--- src/rtl/johnson_step_ctrl_pkg.sv ---
// Shared types for the Johnson step controller: FSM state encoding and
// direction constants.
package johnson_pkg;

  typedef enum logic [1:0] {
    IDLE = 2'd0,
    RUN  = 2'd1,
    DONE = 2'd2
  } state_t;

  localparam logic DIR_FWD = 1'b0;
  localparam logic DIR_REV = 1'b1;

endpackage

--- src/rtl/johnson_step_ctrl_if.sv ---
// Move-command handshake between a host and the Johnson step controller.
// The host holds cmd_valid and the command fields until cmd_ready is seen.
interface johnson_step_ctrl_if #(
  parameter int CNT_W = 8,
  parameter int DIV_W = 8
);

  logic             cmd_valid;
  logic             cmd_ready;
  logic             cmd_dir;
  logic [CNT_W-1:0] cmd_steps;
  logic [DIV_W-1:0] cmd_div;

  modport master (
    output cmd_valid,
    output cmd_dir,
    output cmd_steps,
    output cmd_div,
    input  cmd_ready
  );

  modport slave (
    input  cmd_valid,
    input  cmd_dir,
    input  cmd_steps,
    input  cmd_div,
    output cmd_ready
  );

endinterface

--- src/rtl/johnson_shift.sv ---
// Bidirectional Johnson phase register. Reverse is the exact inverse of
// forward, so alternating directions retraces the same 2*WIDTH sequence.
module johnson_shift
  import johnson_pkg::*;
#(
  parameter int WIDTH = 4
) (
  input  logic             clk,
  input  logic             rst,
  input  logic             step,
  input  logic             dir,
  output logic [WIDTH-1:0] phase
);

  function automatic logic [WIDTH-1:0] johnson_fwd(input logic [WIDTH-1:0] p);
    return {p[WIDTH-2:0], ~p[WIDTH-1]};
  endfunction

  function automatic logic [WIDTH-1:0] johnson_rev(input logic [WIDTH-1:0] p);
    return {~p[0], p[WIDTH-1:1]};
  endfunction

  always_ff @(posedge clk or negedge rst) begin
    if (!rst) begin
      phase <= '0;
    end else if (step) begin
      phase <= (dir == DIR_REV) ? johnson_rev(phase) : johnson_fwd(phase);
    end
  end

endmodule

--- src/rtl/johnson_step_ctrl.sv ---
// Command-driven sequencer: accepts one move at a time and advances a
// Johnson phase counter at a programmed step period, with abort support.
module johnson_step_ctrl
  import johnson_pkg::*;
#(
  parameter int WIDTH = 4,
  parameter int CNT_W = 8,
  parameter int DIV_W = 8
) (
  input  logic               clk,
  input  logic               rst,
  johnson_step_ctrl_if.slave cmd,
  input  logic               abort,
  output logic [WIDTH-1:0]   phase,
  output logic               busy,
  output logic               done,
  output logic [CNT_W-1:0]   steps_left
);

  state_t           state;
  state_t           state_nx;
  logic             accept;
  logic             step;
  logic             last_step;
  logic             dir_q;
  logic [DIV_W-1:0] div_q;
  logic [DIV_W-1:0] pre;

  // accept is decoded from state rather than cmd_ready to keep the
  // handshake free of a combinational loop through the interface.
  assign accept    = cmd.cmd_valid && (state == IDLE);
  assign step      = (state == RUN) && !abort && (pre == '0);
  assign last_step = step && (steps_left == CNT_W'(1));

  always_ff @(posedge clk or negedge rst) begin
    if (!rst) begin
      state <= IDLE;
    end else begin
      state <= state_nx;
    end
  end

  always_comb begin
    state_nx      = state;
    cmd.cmd_ready = 1'b0;
    busy          = 1'b0;
    case (state)
      IDLE: begin
        cmd.cmd_ready = 1'b1;
        if (cmd.cmd_valid) begin
          state_nx = (cmd.cmd_steps != '0) ? RUN : DONE;
        end
      end
      RUN: begin
        busy = 1'b1;
        if (abort || last_step) begin
          state_nx = DONE;
        end
      end
      DONE: begin
        state_nx = IDLE;
      end
      default: begin
        state_nx = IDLE;
      end
    endcase
  end

  // Prescaler and step counter; abort freezes both so steps_left keeps the
  // unissued count.
  always_ff @(posedge clk or negedge rst) begin
    if (!rst) begin
      pre        <= '0;
      steps_left <= '0;
      dir_q      <= DIR_FWD;
      div_q      <= '0;
      done       <= 1'b0;
    end else begin
      done <= (state_nx == DONE);
      if (accept) begin
        dir_q      <= cmd.cmd_dir;
        div_q      <= cmd.cmd_div;
        pre        <= cmd.cmd_div;
        steps_left <= cmd.cmd_steps;
      end else if ((state == RUN) && !abort) begin
        if (pre != '0) begin
          pre <= pre - DIV_W'(1);
        end else begin
          pre        <= div_q;
          steps_left <= steps_left - CNT_W'(1);
        end
      end
    end
  end

  johnson_shift #(
    .WIDTH(WIDTH)
  ) u_shift (
    .clk  (clk),
    .rst  (rst),
    .step (step),
    .dir  (dir_q),
    .phase(phase)
  );

endmodule

--- src/flat_wrapper.sv ---
// flat-port wrapper written by rule: the top's interface ports become plain ports
module johnson_step_ctrl_flat import johnson_pkg::*;
#(
  parameter int WIDTH = 4,
  parameter int CNT_W = 8,
  parameter int DIV_W = 8
)
  (clk, rst, abort, phase, busy, done, steps_left, cmd_cmd_valid, cmd_cmd_dir, cmd_cmd_steps, cmd_cmd_div, cmd_cmd_ready);
  johnson_step_ctrl_if #(.CNT_W(CNT_W), .DIV_W(DIV_W)) cmd_i ();
  input  logic clk;
  input  logic rst;
  input  logic abort;
  output logic [WIDTH-1:0] phase;
  output logic busy;
  output logic done;
  output logic [CNT_W-1:0] steps_left;
  input wire logic [$bits(cmd_i.cmd_valid)-1:0] cmd_cmd_valid;
  input wire logic [$bits(cmd_i.cmd_dir)-1:0] cmd_cmd_dir;
  input wire logic [$bits(cmd_i.cmd_steps)-1:0] cmd_cmd_steps;
  input wire logic [$bits(cmd_i.cmd_div)-1:0] cmd_cmd_div;
  output wire logic [$bits(cmd_i.cmd_ready)-1:0] cmd_cmd_ready;
  assign cmd_i.cmd_valid = cmd_cmd_valid;
  assign cmd_i.cmd_dir = cmd_cmd_dir;
  assign cmd_i.cmd_steps = cmd_cmd_steps;
  assign cmd_i.cmd_div = cmd_cmd_div;
  assign cmd_cmd_ready = cmd_i.cmd_ready;
  johnson_step_ctrl #(.WIDTH(WIDTH), .CNT_W(CNT_W), .DIV_W(DIV_W)) u_core (.clk(clk), .rst(rst), .cmd(cmd_i), .abort(abort), .phase(phase), .busy(busy), .done(done), .steps_left(steps_left));
endmodule
--- config.mk ---
export PLATFORM = sky130hd
export DESIGN_NAME = johnson_step_ctrl_flat
export DESIGN_NICKNAME = d
export VERILOG_FILES = /design/src/rtl/johnson_step_ctrl_pkg.sv /design/src/rtl/johnson_step_ctrl_if.sv /design/src/rtl/johnson_shift.sv /design/src/rtl/johnson_step_ctrl.sv /design/src/flat_wrapper.sv
export SDC_FILE = /design/constraint.sdc
export NUM_CORES = 1
export LEC_CHECK = 0
export ABC_AREA = 0
export CAP_MARGIN = 20
export CORE_MARGIN = 3
export CORE_UTILIZATION = 30
export DETAILED_ROUTE_END_ITERATION = 8
export PLACE_DENSITY_LB_ADDON = 0.1
export SLEW_MARGIN = 10
export SYNTH_ARGS = -nofsm -noshare
export SYNTH_HDL_FRONTEND = slang
export SYNTH_SLANG_ARGS = --single-unit
--- constraint.sdc ---
create_clock -name clk -period 1.83 [get_ports clk]
set_input_delay 0.366 -clock clk [delete_from_list [all_inputs] [get_ports clk]]
set_output_delay 0.366 -clock clk [all_outputs]
set_load 0.02 [all_outputs]
==> results by group, run 1 <==
Finish
  – # diodes: 0
  – Share of cells above drive strength 1: 24.5%
  – Nets: 298
  – Number of fill cells: 563
  – Area growth from synthesis to layout: 48.1%
  – Sequential cell area: 801 sq um
  – Area of the multi-input gates: 0.00102 sq mm

STA
  – Fin. Hold Viols: 0
  – Min cycle time layout: 1760 ps
  – WHS: 476 ps
  – Period utilization: 96.4%
  – Setup violators final: 0
  – Fmax: 567 MHz
  – Max-slew violations: 0
  – Worst slew pin tran: 423 ps
  – Final worst setup slack: 65.8 ps
  – RSZ-0062 raised after global routing: false
  – Skew final: 9.05 ps
  – Relative slew slack: 71.8%

Drt
  – Via/cell ratio: 4.98
  – Routed vias: 1723
  – Antenna-violating nets left: 0
  – Drt first-iter violations: 51
  – Total Wirelength: 5.06 mm
  – DR pass1 iterations: 4
  – DR DRC count: 0
  – DR WL/cell: 14.6 microns

Yosys
  – Most instantiated cells after synthesis: nand2_1, dfrtp_1, a21oi_1
  – Xor and xnor area share after synthesis: 1.44%
  – Post-Synthesis Cells: 200
  – Cell with the most instances after synthesis: nand2_1
  – Main combinational cell family by area after synthesis: simple AND/OR/NAND/NOR gates
  – Post-synthesis average cell area: 9.15 sq um
  – Synth cell types: 53
  – YS warnings: 0
  – Synth Area in Simple Gates: 24.6%
  – Synth Area in Compound Gates: 21.1%
  – Main synth FF type: dfrtp_1
  – Mapped Nets: 225
  – Post-synth ARST share: 100%
  – Synth Register Bits: 32
  – Adder-Cell Fraction of Synth Area: 2.74%
  – Synth top area cells: dfrtp_1, nand2_1, a21oi_1, ha_1, mux2i_1
  – Sequential element share of the synthesized area: 43.8%
  – Post-synth EDFFs: 0
  – Area share of the largest cell type after synthesis: 43.8%
  – Area leader, netlist: dfrtp_1
  – Cell area after synthesis: 0.00183 sq mm
  – Mux cell area share after synthesis: 2.80%

GRT
  – Initial antenna violation count: 0
  – Pin count of the biggest net entering global routing: 33
  – Vias in the first global route: 1701
  – Total GRT Usage: 15.2%
  – GRT Residual Overflow: 0
  – Global-route wire length before repair: 8.48 mm

Floorplan
  – Core area: 0.00571 sq mm
  – Die area: 0.00707 sq mm
  – Std cell rows: 27
  – Initial Util: 32.0%
  – Height of the die: 84.1 microns
  – Die Wd: 84.1 microns
  – I/O pins: 36

Power and ir drop
  – Pleak: 1.20 nW
  – Pwr dens: 1460 mW/mm^2
  – Peak VDD IR: 0.000643 V

Critical path
  – Max stage delay on crit path: 600 ps
  – R2r startpoint: u_core.pre[2]
  – Req. time, crit path: 1460 ps
  – Buf/Inv on CP: 2
  – Crit. Startpoint: u_core.steps_left[3]
  – Critical Path Sink Type: primary output
  – Worst Setup Start Kind: flip-flop
  – WS Path Type: flip-flop to primary output
  – CP top delay family: buffers and inverters
  – Slowest stage cell, crit path: clkdlybuf4s50_1
  – CP Cell Sequence: buf_4 -> clkdlybuf4s50_1
  – Critical path peak fanout: 5
  – Worst Path Arrival: 1400 ps

Clock tree
  – Root Buffer: clkbuf_8
  – Num CTS Buffers: 5
  – Sink Count: 32
  – # H-tree levels: 2
  – CTS tree: yes
  – Longest Clk Path Bufs: 2
  – Latest clock arrival within the worst-skew pair: 290 ps
  – # hold bufs at CTS: 0
  – Reg clk slew, reported paths: 70 ps

Place
  – HPWL after detailed placement: 3.88 mm
  – Number of port buffers: 35
  – Routability congestion estimate: 0.795
  – Place WS: -148 ps

Run status
  – Status: complete, no violations

Worst hold path
  – Hold Crit Class: input pin to async pin

Run
  – Max-cap viol count: 0
[layout make-up]
class                           instances  area share (%)
Sequential cell                        32            29.6
Tap cell                               72            3.33
Inverter                                9            1.25
Timing Repair Buffer                   74            23.6
Clock buffer                            7            3.56
Clock inverter                          1            1.11
Multi-Input combinational cell        151            37.6
[cells by family after synthesis]
| group | count (synthesis) |
|---|---|
| buffers and inverters | 17 |
| adder cells (fa/ha/maj) | 4 |
| AO/OA/AOI/OAI | 55 |
| AND/OR/NAND/NOR | 84 |
| XOR/XNOR | 3 |
| multiplexers | 5 |
| flip-flops | 32 |
[placed cells by master (no fill, tap or decap), types with 5 or more instances in the layout]
cell,instances
o211ai_1,5
buf_4,39
nand2_1,41
nor2_1,9
dfrtp_1,32
o21ai_0,6
clkbuf_8,7
a21oi_1,10
clkdlybuf4s50_1,33
inv_1,7
[per-stage QoR]
step | TNS [ps] | total power [W] | std cells | instance area (sq um) | util (%)
detailed placement | -1190 | 0.00315 | 338 | 2540 | 44.4
global placement | -817 | 0.00313 | 338 | 2540 | 44.4
floorplan | 0 | 0.00225 | 200 | 1840 | -
CTS | 0 | 0.00392 | 346 | 2660 | 46.6
global route | 0 | 0.00427 | 346 | 2710 | 47.4
finish | 0 | 0.00396 | 346 | 2710 | 47.4
[flip-flops by register name, summed over array words and instances (netlist names)]
signal                cells
u_core.state              2
u_core.done               1
u_core.pre                8
u_core.steps_left         8
u_core.u_shift.phase      4
u_core.dir_q              1
u_core.div_q              8
[path summary, 6_finish.rpt]
path                                            to  slack, ps  cells after the start
max in group asynchronous          u_core.state[0]       1050                      2
min in group clk                   u_core.div_q[1]        480                      2
min                        u_core.u_shift.phase[2]        480                      2
min reg2reg                        u_core.div_q[1]        480                      2
max                                  steps_left[3]         70                      2
max reg2reg                   u_core.steps_left[7]         70                      4
[power breakdown]
part           internal, W  leakage, nW  switching, W  total (W)
clock network     0.000481       0.0645      0.000279   0.000759
logic              0.00103        0.743      0.000953    0.00198
registers         0.000978        0.393      0.000245    0.00122
total              0.00248         1.20       0.00148    0.00396
[timing repair]
item | CTS | global route
buffers inserted | 0 | 0
resized for setup | 2 | 13
endpoints found under the setup margin | 2 | 12
pin swaps | 0 | 2
[per-layer routing]
metal	vias up	global-route usage, %	share of wire [%]
met4	0	6.58	1.7
met5	-	0	0
met2	43	23.0	46
li1	878	-	-
met1	796	20.8	47
met3	6	2.96	5.3
Note: power is estimated with default switching activity, not from simulation.
==> run 2: changes to the inputs <==
SKIP_CTS_REPAIR_TIMING = 1   (was unset)
==> run 2 against run 1 <==
Against the previous run:
- non-clock buffer count stayed put
- final area is 0.28% higher
- total power is 0.19% higher
- worst hold slack stayed put
- clock skew stayed put
- flip-flop and latch count stayed put
- cell count stayed put
- first-iteration DRC count is 2.0% higher
- largest cell class unchanged
- highest routed layer unchanged
==> results by group, run 2 (same netlist as run 1, synthesis figures left out) <==
GRT
  – Total GRT Usage: 15.2% (unchanged)
  – Pin count of the biggest net entering global routing: 33 (unchanged)
  – Initial antenna violation count: 0 (unchanged)
  – GRT Residual Overflow: 0 (unchanged)
  – Global-route wire length before repair: 8.48 mm (unchanged)
  – Vias in the first global route: 1701 (unchanged)

Critical path
  – Max stage delay on crit path: 600 ps (about the same)
  – Critical path peak fanout: 5 (unchanged)
  – Req. time, crit path: 1460 ps (about the same)
  – Worst Path Arrival: 1400 ps (about the same)
  – CP top delay family: buffers and inverters
  – WS Path Type: flip-flop to primary output
  – Worst Setup Start Kind: flip-flop
  – Buf/Inv on CP: 2 (unchanged)
  – CP Cell Sequence: buf_4 -> clkdlybuf4s50_1
  – Slowest stage cell, crit path: clkdlybuf4s50_1
  – Critical Path Sink Type: primary output

STA
  – RSZ-0062 raised after global routing: false
  – Fmax: 567 MHz (unchanged)
  – Worst slew pin tran: 423 ps (-0.0130 ps)
  – Fin. Hold Viols: 0 (unchanged)
  – Min cycle time layout: 1760 ps (-0.00200 ps)
  – Period utilization: 96.4% (about the same)
  – Setup violators final: 0 (unchanged)
  – Skew final: 9.05 ps (unchanged)
  – Max-slew violations: 0 (unchanged)
  – Relative slew slack: 71.8% (about the same)

Place
  – HPWL after detailed placement: 3.88 mm (unchanged)
  – Routability congestion estimate: 0.795 (unchanged)
  – Number of port buffers: 35 (unchanged)

Drt
  – Antenna-violating nets left: 0 (unchanged)
  – DR WL/cell: 14.6 microns (about the same)
  – DR DRC count: 0 (unchanged)
  – Drt first-iter violations: 52 (+2.0%)
  – Via/cell ratio: 4.98 (unchanged)
  – DR pass1 iterations: 4 (unchanged)
  – Total Wirelength: 5.06 mm (about the same)
  – Routed vias: 1723 (unchanged)

Run
  – Max-cap viol count: 0 (unchanged)

Finish
  – Largest regs: u_core.div_q x8, u_core.pre x8, u_core.steps_left x8
  – Share of cells above drive strength 1: 24.5% (unchanged)
  – Commonest cells after routing, fill and taps aside: nand2_1, buf_4, clkdlybuf4s50_1
  – Util after Layout: 47.6% (+0.13 points)
  – Commonest non-fill, non-tap cell in the layout: nand2_1
  – # diodes: 0 (unchanged)
  – Nets: 298 (unchanged)
  – Area growth from synthesis to layout: 48.5%

Power and ir drop
  – Int Pwr: 0.00249 W (+0.32%)
  – Psw: 0.00148 W (about the same)
  – Reg power frac: 30.8% (about the same)
  – Pwr dens: 1460 mW/mm^2 (about the same)
  – Peak VDD IR: 0.000643 V (about the same)
  – Clock power share: 19.1% (about the same)
  – Combinational share of power: 50.1% (about the same)
  – Sw Share: 37.2% (-0.076 points)
  – Pwr Total: 0.00397 W (+0.19%)
  – Pleak: 1.22 nW (+1.5%)

Clock tree
  – Root Buffer: clkbuf_8
  – Longest Clk Path Bufs: 2 (unchanged)
  – CTS tree: yes
  – Sink Count: 32 (unchanged)
  – Num CTS Buffers: 5 (unchanged)
  – Latest clock arrival within the worst-skew pair: 290 ps (about the same)
  – # H-tree levels: 2 (unchanged)
  – Reg clk slew, reported paths: 70 ps (about the same)

Floorplan
  – Die area: 0.00707 sq mm (unchanged)
  – Height of the die: 84.1 microns (unchanged)
  – Initial Util: 32.0% (unchanged)
  – Core area: 0.00571 sq mm (unchanged)
  – Std cell rows: 27 (unchanged)
  – Die Wd: 84.1 microns (unchanged)
  – I/O pins: 36 (unchanged)

Worst hold path
  – Hold Crit Class: input pin to async pin

Run status
  – Status: complete, no violations
## run 2: changes by cell type in the layout (fill, tap and decap cells not counted)
cell,change
dlymetal6s2s_1,+2
dlygate4sd2_1,-2
## run 2: through the flow
step | hold slack (ps) | instances | setup WS, ps | TNS [ps] | area (sq um)
after floorplan | 70.4 | 200 | 36.5 | 0 | 1840
after global placement | 459 | 338 | -110 | -817 | 2540
after detailed placement | 463 | 338 | -148 | -1190 | 2540
after CTS | 482 | 346 | -171 | -249 | 2660
after global routing | 514 | 346 | 0.187 | 0 | 2720
final | 476 | 346 | 65.8 | 0 | 2720
## run 2: final timing paths
check | from | to | slack, ps | cells after the start
setup / recovery | u_core.steps_left[3] | steps_left[3] | 70 | 2
max in group asynchronous | rst | u_core.state[0] | 1050 | 2
hold / removal | rst | u_core.u_shift.phase[2] | 480 | 2
min in group clk | u_core.div_q[1] | u_core.div_q[1] | 480 | 2
setup reg to reg | u_core.pre[2] | u_core.steps_left[7] | 70 | 4
hold reg to reg | u_core.div_q[1] | u_core.div_q[1] | 480 | 2
## run 2: per-layer routing
layer	share of wire [%]	global-route usage, %	up-vias
met4	1.7	6.58	0
li1	-	-	878
met1	47	20.8	796
met3	5.3	2.96	6
met5	0	0	-
met2	46	23.0	43
## run 2: final cells by class
type	instances	area (sq um)
fill	562	2990
multi-input combinational	151	1020
sequential	32	801
timing repair buffer	74	648
clock buffer	7	96.3
tap	72	90.1
inverter	9	33.8
clock inverter	1	30.0
## run 2: power by group through the flow
stage / sequential (W) / combinational, W / clock (W)
6_report: 0.00122 / 0.00199 / 0.000759
5_1_grt: 0.00128 / 0.00220 / 0.000806
4_1_cts: 0.00121 / 0.00193 / 0.000789
3_5_place_dp: 0.00122 / 0.00192 / 0
3_3_place_gp: 0.00122 / 0.00191 / 0
2_1_floorplan: 0.00133 / 0.000912 / 0
